===== src/rtl/uart_receive_if.sv =====
// Receiver-side signal bundle: serial line and consumer strobe in,
// received byte plus status out.
interface uart_receive_if;
    logic       rx;
    logic       data_ack;
    logic [7:0] data_byte;
    logic       data_valid;
    logic       overrun;
    logic       frame_err;
    logic       busy;

    modport master (
        output rx, data_ack,
        input  data_byte, data_valid, overrun, frame_err, busy
    );

    modport slave (
        input  rx, data_ack,
        output data_byte, data_valid, overrun, frame_err, busy
    );
endinterface


===== src/rtl/uart_receive.sv =====
// 8N1 UART receiver: mid-bit sampling from a single bit-period down-counter,
// one-byte holding register with consumer acknowledge and sticky overrun.
module uart_receive #(
    parameter int BAUD_RATE = 9600,
    parameter int CLK_MHZ   = 100
) (
    input logic           clk,
    input logic           reset,
    uart_receive_if.slave bus
);
    localparam int BIT_CYC  = CLK_MHZ * 1000000 / BAUD_RATE;
    localparam int HALF_CYC = BIT_CYC / 2;
    localparam int CNT_W    = $clog2(BIT_CYC + 1);

    localparam logic [CNT_W-1:0] BIT_LOAD  = CNT_W'(BIT_CYC - 1);
    localparam logic [CNT_W-1:0] HALF_LOAD = CNT_W'(HALF_CYC - 1);
    localparam logic [CNT_W-1:0] CNT_ONE   = CNT_W'(1);

    localparam logic [2:0] ST_IDLE      = 3'd0;
    localparam logic [2:0] ST_START     = 3'd1;
    localparam logic [2:0] ST_DATA      = 3'd2;
    localparam logic [2:0] ST_STOP      = 3'd3;
    localparam logic [2:0] ST_WAIT_IDLE = 3'd4;

    logic             rx_p0;
    logic             rx_s;
    logic [2:0]       state;
    logic [CNT_W-1:0] cnt;
    logic [2:0]       idx;
    logic [7:0]       shreg;
    logic             frame_err_r;
    logic [7:0]       data_byte_r;
    logic             data_valid_r;
    logic             overrun_r;
    logic             cnt_done;
    logic             commit;

    assign cnt_done = (cnt == '0);
    assign commit   = (state == ST_STOP) && cnt_done && rx_s;

    // --- synchronizer and framing FSM ---
    always_ff @(posedge clk or posedge reset) begin
        if (reset) begin
            rx_p0       <= 1'b1;
            rx_s        <= 1'b1;
            state       <= ST_IDLE;
            cnt         <= '0;
            idx         <= '0;
            shreg       <= '0;
            frame_err_r <= 1'b0;
        end else begin
            rx_p0       <= bus.rx;
            rx_s        <= rx_p0;
            frame_err_r <= 1'b0;
            case (state)
                ST_IDLE: begin
                    if (!rx_s) begin
                        state <= ST_START;
                        cnt   <= HALF_LOAD;
                    end
                end
                ST_START: begin
                    if (cnt_done) begin
                        // A start bit that is high again at mid-bit was a glitch.
                        if (!rx_s) begin
                            state <= ST_DATA;
                            cnt   <= BIT_LOAD;
                            idx   <= '0;
                        end else begin
                            state <= ST_IDLE;
                        end
                    end else begin
                        cnt <= cnt - CNT_ONE;
                    end
                end
                ST_DATA: begin
                    if (cnt_done) begin
                        shreg[idx] <= rx_s;
                        cnt        <= BIT_LOAD;
                        idx        <= idx + 3'd1;
                        if (idx == 3'd7)
                            state <= ST_STOP;
                    end else begin
                        cnt <= cnt - CNT_ONE;
                    end
                end
                ST_STOP: begin
                    if (cnt_done) begin
                        if (rx_s) begin
                            state <= ST_IDLE;
                        end else begin
                            frame_err_r <= 1'b1;
                            state       <= ST_WAIT_IDLE;
                        end
                    end else begin
                        cnt <= cnt - CNT_ONE;
                    end
                end
                ST_WAIT_IDLE: begin
                    // Line break: wait for the line to return high before rearming.
                    if (rx_s)
                        state <= ST_IDLE;
                end
                default: state <= ST_IDLE;
            endcase
        end
    end

    // --- holding register and consumer handshake ---
    always_ff @(posedge clk or posedge reset) begin
        if (reset) begin
            data_byte_r  <= '0;
            data_valid_r <= 1'b0;
            overrun_r    <= 1'b0;
        end else if (commit) begin
            data_byte_r  <= shreg;
            data_valid_r <= 1'b1;
            if (data_valid_r && !bus.data_ack)
                overrun_r <= 1'b1;
        end else if (bus.data_ack) begin
            data_valid_r <= 1'b0;
        end
    end

    assign bus.data_byte  = data_byte_r;
    assign bus.data_valid = data_valid_r;
    assign bus.overrun    = overrun_r;
    assign bus.frame_err  = frame_err_r;
    assign bus.busy       = (state != ST_IDLE);
endmodule


===== src/flat_wrapper.sv =====
// flat-port wrapper written by rule: the top's interface ports become plain ports
module uart_receive_flat 
#(
    parameter int BAUD_RATE = 9600,
    parameter int CLK_MHZ   = 100
)
  (clk, reset, bus_rx, bus_data_ack, bus_data_byte, bus_data_valid, bus_overrun, bus_frame_err, bus_busy);
  uart_receive_if bus_i ();
  input logic clk;
  input logic reset;
  input wire logic [$bits(bus_i.rx)-1:0] bus_rx;
  input wire logic [$bits(bus_i.data_ack)-1:0] bus_data_ack;
  output wire logic [$bits(bus_i.data_byte)-1:0] bus_data_byte;
  output wire logic [$bits(bus_i.data_valid)-1:0] bus_data_valid;
  output wire logic [$bits(bus_i.overrun)-1:0] bus_overrun;
  output wire logic [$bits(bus_i.frame_err)-1:0] bus_frame_err;
  output wire logic [$bits(bus_i.busy)-1:0] bus_busy;
  assign bus_i.rx = bus_rx;
  assign bus_i.data_ack = bus_data_ack;
  assign bus_data_byte = bus_i.data_byte;
  assign bus_data_valid = bus_i.data_valid;
  assign bus_overrun = bus_i.overrun;
  assign bus_frame_err = bus_i.frame_err;
  assign bus_busy = bus_i.busy;
  uart_receive #(.BAUD_RATE(BAUD_RATE), .CLK_MHZ(CLK_MHZ)) u_core (.clk(clk), .reset(reset), .bus(bus_i));
endmodule

===== config.mk =====
export PLATFORM = sky130hd
export DESIGN_NAME = uart_receive_flat
export DESIGN_NICKNAME = d
export VERILOG_FILES = /design/src/rtl/uart_receive_if.sv /design/src/rtl/uart_receive.sv /design/src/flat_wrapper.sv
export SDC_FILE = /design/constraint.sdc
export NUM_CORES = 1
export LEC_CHECK = 0
export CORE_UTILIZATION = 40
export CTS_CLUSTER_SIZE = 28
export DETAILED_ROUTE_END_ITERATION = 8
export HOLD_SLACK_MARGIN = 0.03
export RECOVER_POWER = 50
export SYNTH_ARGS = -nofsm -noshare
export SYNTH_HDL_FRONTEND = slang
export SYNTH_SLANG_ARGS = --single-unit
export TNS_END_PERCENT = 20

===== constraint.sdc =====
create_clock -name clk -period 3.01 [get_ports clk]
set_input_delay 0.602 -clock clk [delete_from_list [all_inputs] [get_ports clk]]
set_output_delay 0.602 -clock clk [all_outputs]
set_load 0.05 [all_outputs]

======== Yosys cells after proc, flatten, opt, wreduce, memory -nomap -nowiden ========
Index checks and enable logic that the tools add are counted.
cells by class
  magnitude comparators ................... 2
  add/subtract/negate cells ............... 2
  reductions and logical operators ........ 16
  muxes and demuxes ....................... 27
  equality and inequality tests ........... 14
operators with widths
  operator                                                                              number
  14-bit two-way mux                                                                    5
  14-bit one-hot mux with 4 select lines                                                1
  3-bit two-way mux                                                                     10
  3-bit one-hot mux with 5 select lines                                                 1
  14-bit logical NOT                                                                    1
  14-bit by 1-bit subtractor with 14-bit output (second input constant)                 1
  2-bit by 1-bit != test with 1-bit output (second input constant)                      5
  8-bit bitwise mux                                                                     1
  4-bit AND reduction                                                                   2
  3-bit by 2-bit equality test with 1-bit output (second input constant)                2
  3-bit equality test (second input constant)                                           2
  1-bit two-way mux                                                                     6
  2-bit != test (second input constant)                                                 3
  3-bit one-hot mux with 2 select lines                                                 1
  6-bit AND reduction                                                                   1
  1-bit logical AND                                                                     4
  3-bit by 4-bit < comparator with 1-bit output (second input constant)                 1
  2-bit AND reduction                                                                   2
  2-bit nonzero test                                                                    2
  4-bit nonzero test                                                                    1
  3-bit by 1-bit adder with 3-bit output (second input constant)                        1
  1-bit demux with 3-bit select                                                         1
  3-bit by 1-bit equality test with 1-bit output (second input constant)                1
  3-bit by 1-bit greater-or-equal comparator with 1-bit output (second input constant)  1
  5 further kinds                                                                       5
word-level totals
  bits in registers ....................... 41
  input port bits ......................... 4

======== Depth between registers and ports, before layout ========
  depth after elaboration ................. 5
  mapped depth ............................ 8
  mapped depth without buffers ............ 7

======== Worst setup path after synthesis ========
No wires, ideal clock.
  kind .................................... register to register
  from .................................... register u_core.cnt[8]
  to ...................................... register u_core.shreg[1]
  slack ................................... 0.781 ns
  path buffers ............................ 0
  setup time .............................. 0.128 ns
  clock period less this slack ............ 2.229 ns
  data required time ...................... 2.882 ns
  cell stages (with the launch flop) ...... 6
  arrival ................................. 2.101 ns
  path through ............................ dfrtp_1 -> or4_1 -> nor4_4 -> and3_1 -> and3_1 -> mux2_1
on the way
  cells in the longest elaborated chain, start to end .. 2
ends and longest elaborated chain
  what                             line                text
  from (decl)                      uart_receive.sv:28  logic [CNT_W-1:0] cnt;
  from (signal assigned)           uart_receive.sv:73  cnt <= cnt - CNT_ONE;
  from (signal assigned)           uart_receive.sv:84  cnt <= cnt - CNT_ONE;
  from (signal assigned)           uart_receive.sv:96  cnt <= cnt - CNT_ONE;
  14-bit logical NOT               uart_receive.sv:38  assign cnt_done = (cnt == '0);
  2-bit AND reduction (no line)    n/a
  to (signal, indexed assignment)  uart_receive.sv:78  shreg[idx] <= rx_s;
  to (decl)                        uart_receive.sv:30  logic [7:0] shreg;
No other way between the ends.
A chain may end at the register's enable or synchronous reset.

======== Final worst setup path ========
  from .................................... register u_core.cnt[0]
  to ...................................... register u_core.cnt[11]
on the way
  cells in the longest elaborated chain, start to end .. 3
ends and longest elaborated chain
  what                                                                                        line                text
  14-bit by 1-bit subtractor with 14-bit output / 14-bit logical NOT (equally long branches)  n/a
  14-bit two-way mux, or another cell as far along                                            uart_receive.sv:88  if (cnt_done) begin
  14-bit one-hot mux with 4 select lines / 4-bit AND reduction (equally long branches)        n/a
Several ways; a longest one is shown, not always the timed one. The select of a mux whose other input is x is not followed.

==> reports/metrics.yaml <==
sta:
  period_share_pct: 88.4
  rsz0062_at_grt: "false"
  max-slew-margin-rel_pct: 9.99
  clock.fmax_mhz: 376
  fin_crit_ps: 2660
  maxSlewViolCount: 0
  tns_ps: 0
  tightest_slew_ps: 1350
  setup_violations: 0
  skew_ps: 6.13
  hold_viol_final: 0
grt:
  globalRoute.totalOverflow: 0
  grt_pass1_wl_mm: 7.15
  grt_max_degree: 42
  antenna_found_initial: 0
  first_global_vias: 1494
  grt_use_total_pct: 17.5
critical_path:
  arrival_ps: 2840
  critPathLaunchType: "flip-flop"
  critPathLaunch: "u_core.cnt[0]"
  cp.required_ps: 3190
  end_kind: "flip-flop"
  reg2reg_from: "u_core.cnt[0]"
  rrSetupSlack_ps: 350
  crit_path_max_fanout: 11
  path_class: "flip-flop to flip-flop"
cts:
  cts_resized: 0
  cts_buffers: 5
  hold_buffers: 0
  cts_setup_buffers: 0
  clk_pin_slew_worst_paths_ps: 80
  cts_buffer_depth: 2
  cts_tree: "built"
  clk_latency_ps: 290
  h-tree-depth: 2
  cts_sinks: 41
  cts-root-buf: "clkbuf_8"
place:
  dpl_cell_area_mm2: 0.00228
  gp_congestion: 0.860
  placed_cells: 281
  dpl.hpwl_mm: 2.82
  port-buffer-count: 15
cells_and_area:
  postLayoutCellArea_mm2: 0.00238
  antennaDiodeCount: 0
  finalNonFillerCells: 289
  synthToLayoutAreaGrowth_pct: 15.7
  layout_commonest_cell: "dfrtp_1"
  drive_above_1_share_pct: 14.0
  fill_cells: 458
  layout_common_cells: "dfrtp_1 (39), nand2_1 (25), nor2_1 (16)"
  finalNetCount: 229
logic_synthesis:
  netlist_area_mm2: 0.00206
  synth.net_count: 213
  synth_seq_cells: 41
  synthCells: 205
  synthArstFlopShare_pct: 100
  yosys_warnings: 0
  ys_seq_area_share_pct: 49.9
  synth_edf_count: 0
  ys_types: 42
  synth_ff_type: "dfrtp_1"
  syn-mean-instance-area_um2: 10.1
power_and_ir_drop:
  power.density_mw_per_mm2: 423
  leakage_nw: 1.11
  peakVddDrop_mv: 0.244
floorplanning:
  die_width_um: 73.8
  io_pins: 16
  dieArea_mm2: 0.00544
  rows: 25
  die_y_um: 73.8
  coreArea_mm2: 0.00485
  start_util_pct: 42.5
drt:
  remaining_drc_errors: 0
  wire_per_inst_um: 14.3
  ant_nets: 0
  vias: 1529
  drt_iter0_drc: 119
  wirelength_mm: 4.14
  viasPerCell: 5.29
  first_pass_iters: 4
hold_path:
  hp-class: "flip-flop to flip-flop"
  hold_start: "u_core.rx_p0"
flow_run:
  drv_cap: 0
outcome:
  status: "completed"
[where the power goes]
part	internal, W	switching, W
Sequential	0.000553	0.00000276
Clock	0.000246	0.000188
Combinational	0.00000392	0.0000136
[worst max-delay path, cell delays in order (launching register included)]
cell	delay [ps]
dfrtp_1	380
inv_1	70
ha_1	220
nand2b_1	160
nor4_4	100
a221oi_1	1120
o21ai_0	250
a22o_1	250
[through the flow]
step	utilization, %	setup slack, ps	hold slack [ps]	total power (W)
after floorplan	-	781	345	0.000576
after global placement	47.0	408	346	0.000586
after detailed placement	47.0	374	353	0.000586
after CTS	49.2	367	366	0.00102
after global routing	49.2	105	366	0.00105
final	49.2	350	361	0.00101
[state kept, by name (all words and copies together), names as in the netlist]
signal                 flops
u_core.bus.data_valid      1
u_core.bus.data_byte       8
u_core.cnt                14
u_core.state               3
u_core.rx_s                1
u_core.bus.overrun         1
u_core.shreg               8
u_core.rx_p0               1
u_core.bus.frame_err       1
u_core.idx                 3
[cell families (layout without fill, tap and decap cells)]
group | Yosys count | in the layout | share of synthesized area (%)
AO/OA/AOI/OAI | 46 | 46 | 15.1
XOR/XNOR | 1 | 1 | 0.425
adder cells (fa/ha/maj) | 4 | 4 | 2.43
buffers and inverters | 17 | 34 | 3.16
flip-flops | 41 | 41 | 49.9
multiplexers | 16 | 16 | 8.74
AND/OR/NAND/NOR | 80 | 80 | 20.2
[cell type report]
class / count / area, µm² / share of cell area [%]
multi-input cells: 147 / 967 / 40.6
clock buffers: 6 / 72.6 / 3.04
clock inverters: 2 / 35.0 / 1.47
inverters: 9 / 33.8 / 1.42
flip-flops and latches: 41 / 1030 / 43.1
repair buffers: 17 / 163 / 6.82
well taps: 67 / 83.8 / 3.52
[worst paths after layout]
| kind | cells after the start | end |
|---|---|---|
| setup / recovery | 7 | u_core.cnt[11] |
| hold / removal | 0 | u_core.rx_s |
| setup reg to reg | 7 | u_core.cnt[11] |
| hold reg to reg | 0 | u_core.rx_s |
| max in group asynchronous | 3 | u_core.cnt[0] |
| min in group asynchronous | 3 | u_core.shreg[7] |
[cell usage after synthesis, drive strengths merged, types with 4 or more instances]
master | n | share of area [%]
a21oi | 12 | 2.9
a22o | 5 | 2.1
clkbuf | 7 | 1.3
dfrtp | 39 | 47
ha | 4 | 2.4
inv | 9 | 1.6
mux2 | 16 | 8.7
nand2 | 25 | 4.6
nand3 | 6 | 1.5
nor2 | 16 | 2.9
nor3 | 11 | 3.2
o21ai | 10 | 2.4
or3 | 4 | 1.2
[routing by layer]
metal	vias up	share of wire [%]	global-route usage, %
met2	21	42	25.0
met3	5	2.9	4.53
li1	775	-	-
met1	728	54	25.6
met5	-	0	0
met4	0	1.3	5.77
Note: power is estimated with default switching activity, not from simulation.
